**src/rtl/otter_cu_decode_pipe_if.sv**
```systemverilog
// Handshake and control bus for the OTTER registered decode stage.
// The slave modport is the decoder's view; the master modport is the fetch/execute side.
interface otter_cu_decode_pipe_if #(
    parameter int NUM_IRQ = 4,
    parameter int CAUSE_W = 4
);
    logic               in_valid;
    logic               in_ready;
    logic [6:0]         cu_opcode;
    logic [2:0]         func3;
    logic [6:0]         func7;
    logic               br_eq;
    logic               br_lt;
    logic               br_ltu;
    logic [NUM_IRQ-1:0] irq;
    logic               mie;
    logic               out_ready;
    logic               out_valid;
    logic [3:0]         alu_fun;
    logic               alu_srca;
    logic [1:0]         alu_srcb;
    logic [1:0]         rf_wr_sel;
    logic [2:0]         pc_source;
    logic               rf_we;
    logic               mem_we;
    logic               mem_re;
    logic               illegal;
    logic               int_taken;
    logic [CAUSE_W-1:0] int_cause;
    logic               in_handler;

    modport master (
        output in_valid, cu_opcode, func3, func7, br_eq, br_lt, br_ltu, irq, mie, out_ready,
        input  in_ready, out_valid, alu_fun, alu_srca, alu_srcb, rf_wr_sel, pc_source,
               rf_we, mem_we, mem_re, illegal, int_taken, int_cause, in_handler
    );

    modport slave (
        input  in_valid, cu_opcode, func3, func7, br_eq, br_lt, br_ltu, irq, mie, out_ready,
        output in_ready, out_valid, alu_fun, alu_srca, alu_srcb, rf_wr_sel, pc_source,
               rf_we, mem_we, mem_re, illegal, int_taken, int_cause, in_handler
    );
endinterface

```
**src/rtl/otter_cu_decode_pipe.sv**
```systemverilog
// Registered RV32I control decoder with edge-detected interrupts and a RUN/HANDLER trap FSM.
// One instruction per accepted transfer; decoded controls appear one cycle later.
module otter_cu_decode_pipe #(
    parameter int NUM_IRQ = 4,
    parameter int CAUSE_W = 4
) (
    input logic                     clk,
    input logic                     rst,
    otter_cu_decode_pipe_if.slave   bus
);

    localparam logic [6:0] OPC_LUI    = 7'b0110111;
    localparam logic [6:0] OPC_AUIPC  = 7'b0010111;
    localparam logic [6:0] OPC_JAL    = 7'b1101111;
    localparam logic [6:0] OPC_JALR   = 7'b1100111;
    localparam logic [6:0] OPC_BRANCH = 7'b1100011;
    localparam logic [6:0] OPC_LOAD   = 7'b0000011;
    localparam logic [6:0] OPC_STORE  = 7'b0100011;
    localparam logic [6:0] OPC_OP_IMM = 7'b0010011;
    localparam logic [6:0] OPC_OP     = 7'b0110011;
    localparam logic [6:0] OPC_SYSTEM = 7'b1110011;

    typedef struct packed {
        logic [3:0]         alu_fun;
        logic               alu_srca;
        logic [1:0]         alu_srcb;
        logic [1:0]         rf_wr_sel;
        logic [2:0]         pc_source;
        logic               rf_we;
        logic               mem_we;
        logic               mem_re;
        logic               illegal;
        logic               int_taken;
        logic [CAUSE_W-1:0] int_cause;
    } ctrl_t;

    typedef enum logic {RUN, HANDLER} state_t;

    state_t             state;
    state_t             state_next;
    ctrl_t              dec;
    ctrl_t              trap;
    ctrl_t              out_q;
    logic               out_valid;
    logic               accept;
    logic               take;
    logic               is_mret;
    logic               br_take;
    logic [NUM_IRQ-1:0] pending;
    logic [NUM_IRQ-1:0] irq_prev;
    logic [NUM_IRQ-1:0] take_mask;
    logic [CAUSE_W-1:0] take_idx;

    assign bus.in_ready = !out_valid || bus.out_ready;
    assign accept       = bus.in_valid && bus.in_ready;
    assign is_mret      = (bus.cu_opcode == OPC_SYSTEM) && (bus.func3 == 3'b000);
    assign take         = accept && (state == RUN) && bus.mie && (|pending);

    always_comb begin
        dec     = '0;
        br_take = 1'b0;
        case (bus.cu_opcode)
            OPC_LUI: begin
                dec.alu_fun   = 4'd9;
                dec.alu_srca  = 1'b1;
                dec.rf_wr_sel = 2'd3;
                dec.rf_we     = 1'b1;
            end
            OPC_AUIPC: begin
                dec.alu_srca  = 1'b1;
                dec.alu_srcb  = 2'd3;
                dec.rf_wr_sel = 2'd3;
                dec.rf_we     = 1'b1;
            end
            OPC_JAL: begin
                dec.pc_source = 3'd3;
                dec.rf_we     = 1'b1;
            end
            OPC_JALR: begin
                dec.pc_source = 3'd1;
                dec.rf_we     = 1'b1;
            end
            OPC_BRANCH: begin
                case (bus.func3)
                    3'b000:  br_take = bus.br_eq;
                    3'b001:  br_take = !bus.br_eq;
                    3'b100:  br_take = bus.br_lt;
                    3'b101:  br_take = !bus.br_lt;
                    3'b110:  br_take = bus.br_ltu;
                    3'b111:  br_take = !bus.br_ltu;
                    default: dec.illegal = 1'b1;
                endcase
                dec.pc_source = br_take ? 3'd2 : 3'd0;
            end
            OPC_LOAD: begin
                dec.alu_srcb  = 2'd1;
                dec.rf_wr_sel = 2'd2;
                dec.rf_we     = 1'b1;
                dec.mem_re    = 1'b1;
            end
            OPC_STORE: begin
                dec.alu_srcb  = 2'd2;
                dec.mem_we    = 1'b1;
            end
            OPC_OP_IMM: begin
                // Only the shift-right encoding uses funct7 to pick arithmetic vs logical
                dec.alu_fun   = (bus.func3 == 3'b101) ? {bus.func7[5], bus.func3} : {1'b0, bus.func3};
                dec.alu_srcb  = 2'd1;
                dec.rf_wr_sel = 2'd3;
                dec.rf_we     = 1'b1;
            end
            OPC_OP: begin
                dec.alu_fun   = {bus.func7[5], bus.func3};
                dec.rf_wr_sel = 2'd3;
                dec.rf_we     = 1'b1;
            end
            OPC_SYSTEM: begin
                dec.alu_fun   = 4'd9;
                dec.rf_wr_sel = 2'd1;
                if (bus.func3 == 3'b000) begin
                    dec.pc_source = 3'd5;
                end else begin
                    dec.rf_we     = 1'b1;
                end
            end
            default: dec.illegal = 1'b1;
        endcase
    end

    // Scanning downward leaves the lowest pending line as the winner
    always_comb begin
        take_idx  = '0;
        take_mask = '0;
        for (int i = NUM_IRQ - 1; i >= 0; i--) begin
            if (pending[i]) begin
                take_idx  = CAUSE_W'(i);
                take_mask = '0;
                take_mask[i] = 1'b1;
            end
        end
    end

    always_comb begin
        trap           = '0;
        trap.int_taken = 1'b1;
        trap.pc_source = 3'd4;
        trap.int_cause = take_idx;
    end

    // A new rising edge outranks the clear of the line being taken
    always_ff @(posedge clk or posedge rst) begin
        if (rst) begin
            irq_prev <= '0;
            pending  <= '0;
        end else begin
            irq_prev <= bus.irq;
            pending  <= (pending & ~(take ? take_mask : '0)) | (bus.irq & ~irq_prev);
        end
    end

    always_ff @(posedge clk or posedge rst) begin
        if (rst) begin
            state <= RUN;
        end else begin
            state <= state_next;
        end
    end

    always_comb begin
        state_next = state;
        case (state)
            RUN:     if (take) state_next = HANDLER;
            HANDLER: if (accept && is_mret) state_next = RUN;
            default: state_next = RUN;
        endcase
    end

    always_comb begin
        bus.in_handler = (state == HANDLER);
    end

    always_ff @(posedge clk or posedge rst) begin
        if (rst) begin
            out_valid <= 1'b0;
            out_q     <= '0;
        end else if (accept) begin
            out_valid <= 1'b1;
            out_q     <= take ? trap : dec;
        end else if (bus.out_ready) begin
            out_valid <= 1'b0;
        end
    end

    assign bus.out_valid = out_valid;
    assign bus.alu_fun   = out_q.alu_fun;
    assign bus.alu_srca  = out_q.alu_srca;
    assign bus.alu_srcb  = out_q.alu_srcb;
    assign bus.rf_wr_sel = out_q.rf_wr_sel;
    assign bus.pc_source = out_q.pc_source;
    assign bus.rf_we     = out_q.rf_we;
    assign bus.mem_we    = out_q.mem_we;
    assign bus.mem_re    = out_q.mem_re;
    assign bus.illegal   = out_q.illegal;
    assign bus.int_taken = out_q.int_taken;
    assign bus.int_cause = out_q.int_cause;

endmodule

```
**src/flat_wrapper.sv**
```systemverilog
// flat-port wrapper written by rule: the top's interface ports become plain ports
module otter_cu_decode_pipe_flat 
#(
    parameter int NUM_IRQ = 4,
    parameter int CAUSE_W = 4
)
  (clk, rst, bus_in_valid, bus_cu_opcode, bus_func3, bus_func7, bus_br_eq, bus_br_lt, bus_br_ltu, bus_irq, bus_mie, bus_out_ready, bus_in_ready, bus_out_valid, bus_alu_fun, bus_alu_srca, bus_alu_srcb, bus_rf_wr_sel, bus_pc_source, bus_rf_we, bus_mem_we, bus_mem_re, bus_illegal, bus_int_taken, bus_int_cause, bus_in_handler);
  otter_cu_decode_pipe_if #(.NUM_IRQ(NUM_IRQ), .CAUSE_W(CAUSE_W)) bus_i ();
  input logic clk;
  input logic rst;
  input wire logic [$bits(bus_i.in_valid)-1:0] bus_in_valid;
  input wire logic [$bits(bus_i.cu_opcode)-1:0] bus_cu_opcode;
  input wire logic [$bits(bus_i.func3)-1:0] bus_func3;
  input wire logic [$bits(bus_i.func7)-1:0] bus_func7;
  input wire logic [$bits(bus_i.br_eq)-1:0] bus_br_eq;
  input wire logic [$bits(bus_i.br_lt)-1:0] bus_br_lt;
  input wire logic [$bits(bus_i.br_ltu)-1:0] bus_br_ltu;
  input wire logic [$bits(bus_i.irq)-1:0] bus_irq;
  input wire logic [$bits(bus_i.mie)-1:0] bus_mie;
  input wire logic [$bits(bus_i.out_ready)-1:0] bus_out_ready;
  output wire logic [$bits(bus_i.in_ready)-1:0] bus_in_ready;
  output wire logic [$bits(bus_i.out_valid)-1:0] bus_out_valid;
  output wire logic [$bits(bus_i.alu_fun)-1:0] bus_alu_fun;
  output wire logic [$bits(bus_i.alu_srca)-1:0] bus_alu_srca;
  output wire logic [$bits(bus_i.alu_srcb)-1:0] bus_alu_srcb;
  output wire logic [$bits(bus_i.rf_wr_sel)-1:0] bus_rf_wr_sel;
  output wire logic [$bits(bus_i.pc_source)-1:0] bus_pc_source;
  output wire logic [$bits(bus_i.rf_we)-1:0] bus_rf_we;
  output wire logic [$bits(bus_i.mem_we)-1:0] bus_mem_we;
  output wire logic [$bits(bus_i.mem_re)-1:0] bus_mem_re;
  output wire logic [$bits(bus_i.illegal)-1:0] bus_illegal;
  output wire logic [$bits(bus_i.int_taken)-1:0] bus_int_taken;
  output wire logic [$bits(bus_i.int_cause)-1:0] bus_int_cause;
  output wire logic [$bits(bus_i.in_handler)-1:0] bus_in_handler;
  assign bus_i.in_valid = bus_in_valid;
  assign bus_i.cu_opcode = bus_cu_opcode;
  assign bus_i.func3 = bus_func3;
  assign bus_i.func7 = bus_func7;
  assign bus_i.br_eq = bus_br_eq;
  assign bus_i.br_lt = bus_br_lt;
  assign bus_i.br_ltu = bus_br_ltu;
  assign bus_i.irq = bus_irq;
  assign bus_i.mie = bus_mie;
  assign bus_i.out_ready = bus_out_ready;
  assign bus_in_ready = bus_i.in_ready;
  assign bus_out_valid = bus_i.out_valid;
  assign bus_alu_fun = bus_i.alu_fun;
  assign bus_alu_srca = bus_i.alu_srca;
  assign bus_alu_srcb = bus_i.alu_srcb;
  assign bus_rf_wr_sel = bus_i.rf_wr_sel;
  assign bus_pc_source = bus_i.pc_source;
  assign bus_rf_we = bus_i.rf_we;
  assign bus_mem_we = bus_i.mem_we;
  assign bus_mem_re = bus_i.mem_re;
  assign bus_illegal = bus_i.illegal;
  assign bus_int_taken = bus_i.int_taken;
  assign bus_int_cause = bus_i.int_cause;
  assign bus_in_handler = bus_i.in_handler;
  otter_cu_decode_pipe #(.NUM_IRQ(NUM_IRQ), .CAUSE_W(CAUSE_W)) u_core (.clk(clk), .rst(rst), .bus(bus_i));
endmodule
```
**config.mk**
```make
export PLATFORM = sky130hd
export DESIGN_NAME = otter_cu_decode_pipe_flat
export DESIGN_NICKNAME = d
export VERILOG_FILES = /design/src/rtl/otter_cu_decode_pipe_if.sv /design/src/rtl/otter_cu_decode_pipe.sv /design/src/flat_wrapper.sv
export SDC_FILE = /design/constraint.sdc
export NUM_CORES = 1
export LEC_CHECK = 0
export CELL_PAD_IN_SITES_DETAIL_PLACEMENT = 0
export CELL_PAD_IN_SITES_GLOBAL_PLACEMENT = 2
export CORE_MARGIN = 4
export CORE_UTILIZATION = 27
export CTS_BUF_LIST = sky130_fd_sc_hd__clkbuf_2
export DETAILED_ROUTE_END_ITERATION = 8
export PLACE_DENSITY_LB_ADDON = 0.1
export SKIP_LAST_GASP = 1
export SLEW_MARGIN = 40
export SYNTH_ARGS = -nofsm -noshare
export SYNTH_HDL_FRONTEND = slang
export SYNTH_SLANG_ARGS = --single-unit
export TNS_END_PERCENT = 1
```
**constraint.sdc**
```tcl
create_clock -name clk -period 1.8 [get_ports clk]
set_clock_uncertainty 0.1 [all_clocks]
set_input_delay 0.36 -clock clk [delete_from_list [all_inputs] [get_ports clk]]
set_output_delay 0.36 -clock clk [all_outputs]
set_load 0.02 [all_outputs]
```
# Word-level counts from Yosys, hierarchy flattened
# Index checks and enable logic that the tools add are counted.
# word_totals
reg_bits	31
input_bits	29
out_inout_bits	24
word_cells	88
# classes
n_eq_ne	15
n_mux	31
n_bitwise	6
n_reduce_logical	21
# ops
cell	n
equality test 7 bit (second input constant)	4
two-way mux 4 bit	6
equality test 7 x 6 -> 1 bit (second input constant)	3
two-way mux 21 bit	1
equality test 7 x 5 -> 1 bit (second input constant)	2
equality test 3 bit (second input constant)	4
one-hot mux 2 bit (3 select lines)	2
one-hot mux 3 bit (4 select lines)	1
one-hot mux 4 bit (3 select lines)	1
two-way mux 1 bit	10
two-way mux 2 bit	5
OR reduction 9 bit	1
bitwise AND 4 bit	2
NOT 4 bit	2
OR reduction 4 bit	2
equality test 7 x 2 -> 1 bit (second input constant)	1
OR reduction 7 bit	1
logical AND 1 bit	6
one-hot mux 1 bit (2 select lines)	3
one-hot mux 1 bit (6 select lines)	1
OR reduction 2 bit	3
OR reduction 6 bit	1
zero test 1 bit	4
bitwise OR 4 bit	1
6 further kinds	6

# Longest topological paths before layout
# Gate-level depths: netlist of the first run.
# depth
ltp_word	10
mapped_depth	6
depth_no_buf	4

# Least setup slack after synthesis of the first run
# No wires, ideal clock.
# synth_path
kind	register to register
start	register u_core.out_valid, in the netlist u_core.bus.out_valid
end	register u_core.pending[0]
setup_time_ps	129
arrival_ps	1370
required_ps	1571
slack_ps	201
path_stages_with_launch	7
path_buffers	2
period_less_slack_ps	1599
path_cell_list	dfrtp_1 nand2b_1 nand2_1 buf_2 buf_2 o21ai_0 o21ai_0
# synth_between
elab_chain_len	10
# synth_lines
element	line	rtl
from (decl)	otter_cu_decode_pipe.sv:44	logic out_valid;
from (signal assigned)	otter_cu_decode_pipe.sv:184	out_valid <= 1'b0;
from (signal assigned)	otter_cu_decode_pipe.sv:187	out_valid <= 1'b1;
from (signal assigned)	otter_cu_decode_pipe.sv:190	out_valid <= 1'b0;
zero test 1 bit	otter_cu_decode_pipe.sv:54	assign bus.in_ready = !out_valid || bus.out_ready;
logical OR 1 bit	otter_cu_decode_pipe.sv:54	
net bus_in_ready	flat_wrapper.sv:21	output wire logic [$bits(bus_i.in_ready)-1:0] bus_in_ready;
logical AND 1 bit	otter_cu_decode_pipe.sv:55	assign accept = bus.in_valid && bus.in_ready;
logical AND 1 bit (3 in series)	otter_cu_decode_pipe.sv:57	assign take = accept && (state == RUN) && bus.mie && (|pending);
two-way mux 4 bit	otter_cu_decode_pipe.sv:157	pending <= (pending & ~(take ? take_mask : '0)) | (bus.irq & ~irq_prev);
NOT 4 bit	otter_cu_decode_pipe.sv:157	
bitwise AND 4 bit	otter_cu_decode_pipe.sv:157	
bitwise OR 4 bit	otter_cu_decode_pipe.sv:157	
to (signal assigned)	otter_cu_decode_pipe.sv:157	
to (decl)	otter_cu_decode_pipe.sv:49	logic [NUM_IRQ-1:0] pending;
# The timed path passes the listed nets, and every way through them passes these cells.
# A chain may end at the register's enable or synchronous reset.

# Final worst setup path of the first run
# layout_path
start	register u_core.state, in the netlist u_core.bus.in_handler
end	output port bus_in_handler
# layout_lines
element	line	rtl
from (decl)	otter_cu_decode_pipe.sv:39	state_t state;
from (signal assigned)	otter_cu_decode_pipe.sv:165	state <= state_next;
to (decl)	flat_wrapper.sv:34	output wire logic [$bits(bus_i.in_handler)-1:0] bus_in_handler;
# No word-level cell between the ends.

==> results of run 1 <==
## worst paths after layout
| path | cells after the start | from | endpoint |
|---|---|---|---|
| min in group clk | 1 | u_core.irq_prev[0]$_DFF_PP0_ | u_core.pending[0]$_DFF_PP0_ |
| max | 1 | u_core.bus.in_handler$_DFF_PP0_ | bus_in_handler |
| max in group asynchronous | 3 | rst | u_core.bus.alu_fun[2]$_DFFE_PP0N_ |
| min | 3 | rst | u_core.pending[1]$_DFF_PP0_ |
| min reg2reg | 1 | u_core.irq_prev[0]$_DFF_PP0_ | u_core.pending[0]$_DFF_PP0_ |
| max reg2reg | 4 | u_core.pending[1]$_DFF_PP0_ | u_core.bus.mem_re$_DFFE_PP0N_ |
## metrics by stage
stage                     utilization [%]  setup slack [ps]
after floorplan                         -             201.2
after global placement              42.07            -209.8
after detailed placement            42.07            -221.7
after CTS                           43.32            -91.59
after global routing                43.37            -133.6
final                               43.37            -43.59
## registers in the layout, summed over array words and instances, names as in the netlist, 2 cells and up
name                  count
u_core.bus.alu_fun        4
u_core.irq_prev           4
u_core.pending            4
u_core.bus.pc_source      3
u_core.bus.alu_srcb       2
u_core.bus.int_cause      2
u_core.bus.rf_wr_sel      2
## layer usage
metal / wire length [um] / GRT usage (%) / vias to the layer above / share of wire [%]
li1: - / - / 659 / -
met1: 1876 / 17.49 / 615 / 48
met2: 1733 / 19.14 / 33 / 44
met3: 261 / 4.276 / 6 / 6.7
met4: 44 / 3.547 / 0 / 1.1
met5: 0 / 0 / - / 0
## placed cells by master, fill, tap and decap left out, drive strengths merged, types with 3 or more instances in the layout
master / count
nand2: 17
dfrtp: 29
nand2b: 5
a22o: 3
nor2b: 3
nor3: 3
buf: 31
clkdlybuf4s50: 42
a32o: 5
inv: 10
a21oi: 5
nor2: 8
o31ai: 4
o21ai: 13
clkbuf: 5
## area by class of cell
type	count	area [um2]
Clock buffer	5	25.02
Clock inverter	3	41.29
Multi-Input combinational cell	98	651.9
Fill cell	514	2929
Timing Repair Buffer	75	674.4
Inverter	10	37.54
Tap cell	70	87.58
Sequential cell	29	725.7
## report_power, final
part | total (mW) | switching [mW] | leakage (nW) | internal (mW)
Clock | 0.473 | 0.242 | 0.0366 | 0.230
Sequential | 0.676 | 0.00798 | 0.363 | 0.668
Combinational | 0.257 | 0.123 | 0.627 | 0.134
## repair_timing
item | CTS | global route
resized for setup | 1 | 1
setup endpoints to repair | 22 | 26
endpoints found under the hold margin | 0 | 0
## logic make-up after synthesis
kind of cell	count (synthesis)	share of synthesized area (%)
xor gates and xnor gates	2	1.203
other	1	0.2575
DFF	29	49.83
muxes	2	1.375
buffers and inverters	18	5.670
and+or+nand+nor	51	20.88
AOI/OAI and AO/OA	41	20.79
==> results.json, run 1 <==
{
  "outcome": "finished with violations",
  "violated_checks": "negative setup slack",
  "synthesis.area_per_instance_um2": 10.11,
  "postSynthRegisterBits": 29,
  "netlist_area_before_placement_mm2": 0.001456,
  "holdCritPathClass": "input port to asynchronous set/reset pin",
  "final.setup.tns_ps": -109.9,
  "cts_root_buffer": "sky130_fd_sc_hd__clkbuf_2",
  "std_cell_rows": 26,
  "grt_setup_unrepaired": "yes",
  "via_count_of_the_first_global_routing_pass": 1374,
  "num_vias": 1313,
  "post-route-min-period_ps": 1844,
  "synth_largest_area_cell": "sky130_fd_sc_hd__dfrtp_1",
  "placed_cells_incl_taps": 282,
  "start_util_pct": 28.16,
  "synth_edf_count": 0,
  "cts.hold.buffers_added": 0,
  "grt_first_pass_wirelength_mm": 6.541,
  "total_routing_usage_gr_pct": 12.77,
  "synth.top_cell.area_share_pct": 49.83,
  "cts-buffers-inserted": 5,
  "layout_setup_ws_ps": -43.59,
  "routedWlPerCell_um": 13.50,
  "clock_sink_count": 29,
  "antenna_violating_nets_post_route": 0,
  "post_layout_nonfiller_instances": 290,
  "timing.critical_path.required_ps": 1340,
  "die_w_um": 81.45,
  "routed_wirelength_mm": 3.916,
  "rrSetupSlack_ps": 130,
  "place_area_mm2": 0.002176,
  "drv.max_cap_violation_count": 0,
  "post-route-cell-area_mm2": 0.002243,
  "io_pins": 53,
  "final.period_utilization_pct": 102.4,
  "core_area_mm2": 0.005172,
  "place_congestion": 0.7855,
  "post-synth-top-count-cell": "sky130_fd_sc_hd__dfrtp_1",
  "grt-ovfl-total": 0,
  "dp_hpwl_mm": 3.108,
  "initial_antenna_violation_count": 0,
  "final_max_slew_viol_count": 0,
  "critical_path.max_fanout": 4,
  "antenna_cells": 0,
  "dieArea_mm2": 0.006633,
  "cts_max_level": 2,
  "yosys_warnings": 0,
  "most_frequently_used_flop_master_after_synthesis": "sky130_fd_sc_hd__dfrtp_1",
  "power.total_mw": 1.405,
  "cp_cell_sequence": "clkdlybuf4s50_1",
  "avgViaCountPerCell": 4.528,
  "clock_tree.buffer_depth": 2,
  "maxClockFrequency_mhz": 542.4,
  "port_buffers": 44,
  "post_synth_num_cell_types": 40,
  "p_leak_nw": 1.026,
  "holdWs_ps": 251.2,
  "netlist_top_cells_count": "sky130_fd_sc_hd__dfrtp_1 (29), sky130_fd_sc_hd__nand2_1 (17), sky130_fd_sc_hd__o21ai_0 (12), sky130_fd_sc_hd__inv_1 (10), sky130_fd_sc_hd__nor2_1 (8)",
  "path_buf_inv": 1,
  "post_cts_setup_buffers": 0,
  "worstSkewPairLatency_ps": 360,
  "critPathArrivalTime_ps": 1380,
  "nNetsFinal": 248,
  "crit_type": "flip-flop to output port",
  "postSynth.asyncResetShare_pct": 100.0,
  "cts_tree": "done",
  "hold_violations": 0,
  "setup_viol": 9,
  "grt_start_max_net_pins": 30,
  "setup.worst_path.start_class": "flip-flop",
  "synth_area_leaders": "sky130_fd_sc_hd__dfrtp_1 (50%), sky130_fd_sc_hd__nand2_1 (4.4%), sky130_fd_sc_hd__o21ai_0 (4.1%)",
  "synth_seq_area_share_pct": 49.83,
  "critPathSlowestCell": "sky130_fd_sc_hd__clkdlybuf4s50_1",
  "die_height_um": 81.45,
  "firstDrtPassIters": 4,
  "final_layout_size_suffix_gt1_share_pct": 20.91,
  "max_stage_delay_ps": 610,
  "clkTransAtPathRegs_ps": 170,
  "power-per-cell-area_mw_per_mm2": 626.5,
  "max-vdd-ir-drop_mv": 0.2388,
  "synthesis.instances": 144,
  "syn2layout_area_growth_pct": 54.04,
  "drc_errors": 0,
  "crit_path_end_kind": "output port",
  "detail_route.iter0.violations": 71,
  "crit_path_max_delay_family": "buffers and inverters"
}
Power figures use the tool's default switching activity.
==> run 2: changes to the inputs <==
- CELL_PAD_IN_SITES_DETAIL_PLACEMENT: 0 -> 1
- CELL_PAD_IN_SITES_GLOBAL_PLACEMENT: 2 -> 1
- CORE_UTILIZATION: 27 -> 34
- CTS_CLUSTER_DIAMETER: default -> 120
==> results.json, run 2 (synthesis results as in run 1) <==
{
  "crit_type": "flip-flop to output port",
  "start_util_pct": 35.89,
  "syn2layout_area_growth_pct": 47.77,
  "clkTransAtPathRegs_ps": 160,
  "worstSkewPairLatency_ps": 360,
  "worst_r2r_path_depth": 4,
  "layout_setup_ws_ps": -25.66,
  "critical_path.max_fanout": 2,
  "io_pins": 53,
  "cts.hold.buffers_added": 0,
  "grt_setup_unrepaired": "yes",
  "final_layout_size_suffix_gt1_share_pct": 18.60,
  "port_buffers": 44,
  "via_count_of_the_first_global_routing_pass": 1459,
  "sequential_cell_area_um2": 725.7,
  "die_height_um": 73.45,
  "crit_path_end_kind": "output port",
  "detail_route.iter0.violations": 67,
  "die_w_um": 73.45,
  "holdCritPathClass": "input port to asynchronous set/reset pin",
  "hold_violations": 0,
  "crit_path_max_delay_family": "buffers and inverters",
  "clock_tree.buffer_depth": 2,
  "cp_cell_sequence": "clkdlybuf4s50_1",
  "grt_start_max_net_pins": 30,
  "mostFrequentLayoutCells": "sky130_fd_sc_hd__clkdlybuf4s50_1 (42), sky130_fd_sc_hd__dfrtp_1 (29), sky130_fd_sc_hd__buf_4 (26)",
  "place_area_mm2": 0.002113,
  "area_used_by_multi_input_combinational_logic_um2": 651.9,
  "clock_sink_count": 29,
  "cts_max_level": 2,
  "maxClockFrequency_mhz": 547.7,
  "core_area_mm2": 0.004058,
  "critPathSlowestCell": "sky130_fd_sc_hd__clkdlybuf4s50_1",
  "setup_viol": 13,
  "firstDrtPassIters": 4,
  "drc_errors": 0,
  "p_leak_nw": 0.9871,
  "place_congestion": 0.8680,
  "cts_root_buffer": "sky130_fd_sc_hd__clkbuf_2",
  "power.total_mw": 1.251,
  "dp_hpwl_mm": 3.442,
  "setup.worst_path.start_class": "flip-flop",
  "drv.max_cap_violation_count": 0,
  "dieArea_mm2": 0.005395,
  "total_routing_usage_gr_pct": 17.29,
  "cts-buffers-inserted": 5,
  "post-route-min-period_ps": 1826,
  "timing.critical_path.required_ps": 1340,
  "final.period_utilization_pct": 101.4,
  "max-vdd-ir-drop_mv": 0.2798,
  "num_vias": 1361,
  "final.setup.tns_ps": -139.5,
  "avgViaCountPerCell": 5.136,
  "cts_tree": "done",
  "nNetsFinal": 243,
  "max_stage_delay_ps": 630,
  "antenna_violating_nets_post_route": 0,
  "critPathArrivalTime_ps": 1370,
  "final_common_cell": "sky130_fd_sc_hd__clkdlybuf4s50_1",
  "final_max_slew_viol_count": 0,
  "holdWs_ps": 263.9,
  "routedWlPerCell_um": 16.08,
  "rrSetupSlack_ps": 140,
  "n_fill_cell": 462,
  "grt_first_pass_wirelength_mm": 7.196,
  "grt-ovfl-total": 0,
  "antenna_cells": 0,
  "startpoint_of_the_lowest_slack_register_to_register_path": "u_core.pending[1]$_DFF_PP0_",
  "path_buf_inv": 1,
  "outcome": "finished with violations",
  "post-route-cell-area_mm2": 0.002152,
  "violated_checks": "negative setup slack",
  "routed_wirelength_mm": 4.262,
  "worstReg2RegEnd": "u_core.bus.mem_we$_DFFE_PP0N_",
  "initial_antenna_violation_count": 0,
  "power-per-cell-area_mw_per_mm2": 581.3,
  "std_cell_rows": 23
}
[run 2: area by class of cell]
type / instances / share of cell area (%)
Tap cell: 50 / 2.907
Inverter: 10 / 1.744
Clock buffer: 5 / 1.163
Sequential cell: 29 / 33.72
Multi-Input combinational cell: 98 / 30.29
Clock inverter: 3 / 0.5814
Timing Repair Buffer: 70 / 29.59
[run 2: layer usage]
metal	track usage, %	vias to the layer above	wire (um)
li1	-	656	-
met1	22.69	655	1948
met2	27.36	41	2006
met3	3.830	9	215
met4	7.243	0	91
met5	0	-	0
[run 2: metrics by stage]
stage | std cells | worst slack (ps) | utilization, %
after global routing | 265 | -112.9 | 53.04
final | 265 | -25.66 | 53.04
after global placement | 257 | -185.0 | 52.08
after CTS | 265 | -105.0 | 52.98
after detailed placement | 257 | -218.1 | 52.08
after floorplan | 145 | 201.2 | -
[run 2: where the power goes]
part	internal, mW	switching, mW	total, mW
Clock	0.0850	0.234	0.319
Combinational	0.129	0.126	0.255
Sequential	0.668	0.00855	0.676
[run 2: repair_timing]
item | in CTS | in global routing
buffers inserted | 0 | 0
endpoints found under the hold margin | 0 | 0
endpoints found under the setup margin | 22 | 22
resized for setup | 1 | 1
[run 2: worst max path at each step]
stage                                      from                     endpoint  cells past startpoint
2_1_floorplan  u_core.bus.out_valid$_DFFE_PP0P_  u_core.pending[0]$_DFF_PP0_                      6
3_3_place_gp                      bus_out_ready                 bus_in_ready                      3
3_5_place_dp                      bus_out_ready                 bus_in_ready                      3
4_1_cts         u_core.bus.in_handler$_DFF_PP0_               bus_in_handler                      1
5_1_grt          u_core.bus.illegal$_DFFE_PP0N_                  bus_illegal                      1
6_report         u_core.bus.illegal$_DFFE_PP0N_                  bus_illegal                      1
==> run 3: changes to the inputs <==
- GPL_TIMING_DRIVEN: default -> 0
- PLACE_DENSITY: default -> 0.78
- PLACE_DENSITY_LB_ADDON: 0.1 -> default
==> results.json, run 3 (synthesis results as in run 1) <==
{
  "critical_path_depth": 1,
  "source_of_the_worst_hold_timing_path": "bus_cu_opcode[2]",
  "total_routing_usage_gr_pct": 16.60,
  "startpoint_of_the_lowest_slack_register_to_register_path": "u_core.pending[1]$_DFF_PP0_",
  "worst-slew-pin-transition_ps": 626.4,
  "worst_r2r_path_depth": 4,
  "antenna_cells": 0,
  "die_height_um": 73.45,
  "grt_first_pass_wirelength_mm": 6.775,
  "comb_power_share_pct": 15.7,
  "syn2layout_area_growth_pct": 37.11,
  "routed_wirelength_mm": 4.071,
  "critPathArrivalTime_ps": 1390,
  "max_slew_margin_pct": 58.18,
  "netSwitchingPower_mw": 0.3699,
  "clock_sink_count": 29,
  "final.period_utilization_pct": 102.9,
  "drc_errors": 0,
  "max_stage_delay_ps": 620,
  "core_area_mm2": 0.004058,
  "final_common_cell": "sky130_fd_sc_hd__clkdlybuf4s50_1",
  "post_cts_setup_buffers": 0,
  "cts.hold.buffers_added": 0,
  "worstReg2RegEnd": "u_core.bus.alu_fun[1]$_DFFE_PP0N_",
  "setup_viol": 20,
  "crit_type": "flip-flop to output port",
  "avgViaCountPerCell": 5.148,
  "setup.worst_path.start_class": "flip-flop",
  "start_util_pct": 35.89,
  "critical_path.startpoint": "u_core.bus.alu_srcb[1]$_DFFE_PP0N_",
  "clkTransAtPathRegs_ps": 160,
  "holdCritPathClass": "input port to flip-flop",
  "mostFrequentLayoutCells": "sky130_fd_sc_hd__clkdlybuf4s50_1 (38), sky130_fd_sc_hd__dfrtp_1 (29), sky130_fd_sc_hd__nand2_1 (17)",
  "p_leak_nw": 0.9124,
  "grt_start_max_net_pins": 30,
  "outcome": "finished with violations",
  "crit_path_max_delay_family": "buffers and inverters",
  "swShare_pct": 27.01,
  "power.share.clock_pct": 35.0,
  "crit_path_end_kind": "output port",
  "path_buf_inv": 1,
  "routedWlPerCell_um": 16.68,
  "place_congestion": 0.7709,
  "firstDrtPassIters": 4,
  "endpoint": "bus_alu_srcb[1]",
  "die_w_um": 73.45,
  "placed_cells_incl_taps": 236,
  "worstSkewPairLatency_ps": 380,
  "dp_hpwl_mm": 3.196,
  "drv.max_cap_violation_count": 0,
  "final_max_slew_viol_count": 0,
  "std_cell_rows": 23,
  "n_fill_cell": 456,
  "io_pins": 53,
  "clock_tree.buffer_depth": 2,
  "initial_antenna_violation_count": 0,
  "grt-ovfl-total": 0,
  "post_layout_nonfiller_instances": 244,
  "final_layout_size_suffix_gt1_share_pct": 12.37,
  "share_seq_of_total_power_pct": 49.4,
  "violated_checks": "negative setup slack",
  "timing.critical_path.required_ps": 1340,
  "critical_path.max_fanout": 2,
  "num_vias": 1256,
  "rrSetupSlack_ps": 120,
  "detail_route.iter0.violations": 54,
  "cts-buffers-inserted": 5,
  "layout_setup_ws_ps": -53.08,
  "via_count_of_the_first_global_routing_pass": 1400,
  "antenna_violating_nets_post_route": 0,
  "cts_tree": "done",
  "pre_cts_slack_ps": -354.0,
  "maxClockFrequency_mhz": 539.6,
  "cts_max_level": 2,
  "nNetsFinal": 222,
  "grt_setup_unrepaired": "yes",
  "max-vdd-ir-drop_mv": 0.3282,
  "post-route-util_pct": 49.21,
  "power-per-cell-area_mw_per_mm2": 685.9,
  "cts_root_buffer": "sky130_fd_sc_hd__clkbuf_2",
  "cp_cell_sequence": "clkdlybuf4s50_1",
  "dieArea_mm2": 0.005395,
  "critPathSlowestCell": "sky130_fd_sc_hd__clkdlybuf4s50_1",
  "cell_internal_pwr_mw": 0.9998,
  "hold_violations": 0,
  "port_buffers": 41,
  "post-route-min-period_ps": 1853
}
-- run 3: metrics by stage --
stage / area, um2 / hold slack (ps) / TNS (ps) / total power [mW]
floorplan: 1460 / 291.4 / 0 / 0.7968
global placement: 1933 / 306.6 / -3925 / 0.8987
detailed placement: 1933 / 319.7 / -4840 / 0.9057
CTS: 1994 / 189.8 / -749.0 / 1.379
global route: 1997 / 198.1 / -1627 / 1.435
finish: 1997 / 189.2 / -455.2 / 1.370
-- run 3: power groups by stage --
stage	logic (mW)	clock network, mW	registers (mW)
floorplan	0.0951	0	0.702
global placement	0.211	0	0.688
CTS	0.217	0.486	0.677
finish	0.214	0.479	0.676
detailed placement	0.217	0	0.689
global route	0.235	0.521	0.679
-- run 3: cell type report --
| type | instances | area (um2) | share of cell area, % |
|---|---|---|---|
| sequential | 29 | 725.7 | 36.34 |
| multi-input combinational | 98 | 651.9 | 32.64 |
| inverter | 10 | 37.54 | 1.880 |
| clock buffer | 6 | 30.03 | 1.504 |
| buffer | 8 | 45.04 | 2.256 |
| timing repair buffer | 41 | 410.4 | 20.55 |
| clock inverter | 2 | 33.78 | 1.692 |
| tap | 50 | 62.56 | 3.133 |
-- run 3: worst min path at each step --
stage	to	slack, ps	depth (start not counted)
floorplan	u_core.irq_prev[0]$_DFF_PP0_	290	0
global placement	u_core.pending[2]$_DFF_PP0_	310	1
detailed placement	u_core.pending[2]$_DFF_PP0_	320	1
CTS	u_core.bus.mem_re$_DFFE_PP0N_	190	2
global route	u_core.bus.mem_re$_DFFE_PP0N_	200	2
finish	u_core.bus.mem_re$_DFFE_PP0N_	190	2
-- run 3: what timing repair did --
item,CTS,global route
resized for setup,2,1
setup endpoints to repair,22,21
endpoints found under the hold margin,0,0
-- run 3: routing by layer --
| metal | global-route usage, % | up-vias | part of all wire, % |
|---|---|---|---|
| met4 | 6.036 | 0 | 1.7 |
| met2 | 27.26 | 33 | 48 |
| met1 | 21.06 | 605 | 45 |
| met5 | 0 | - | 0 |
| li1 | - | 609 | - |
| met3 | 4.104 | 9 | 5.1 |
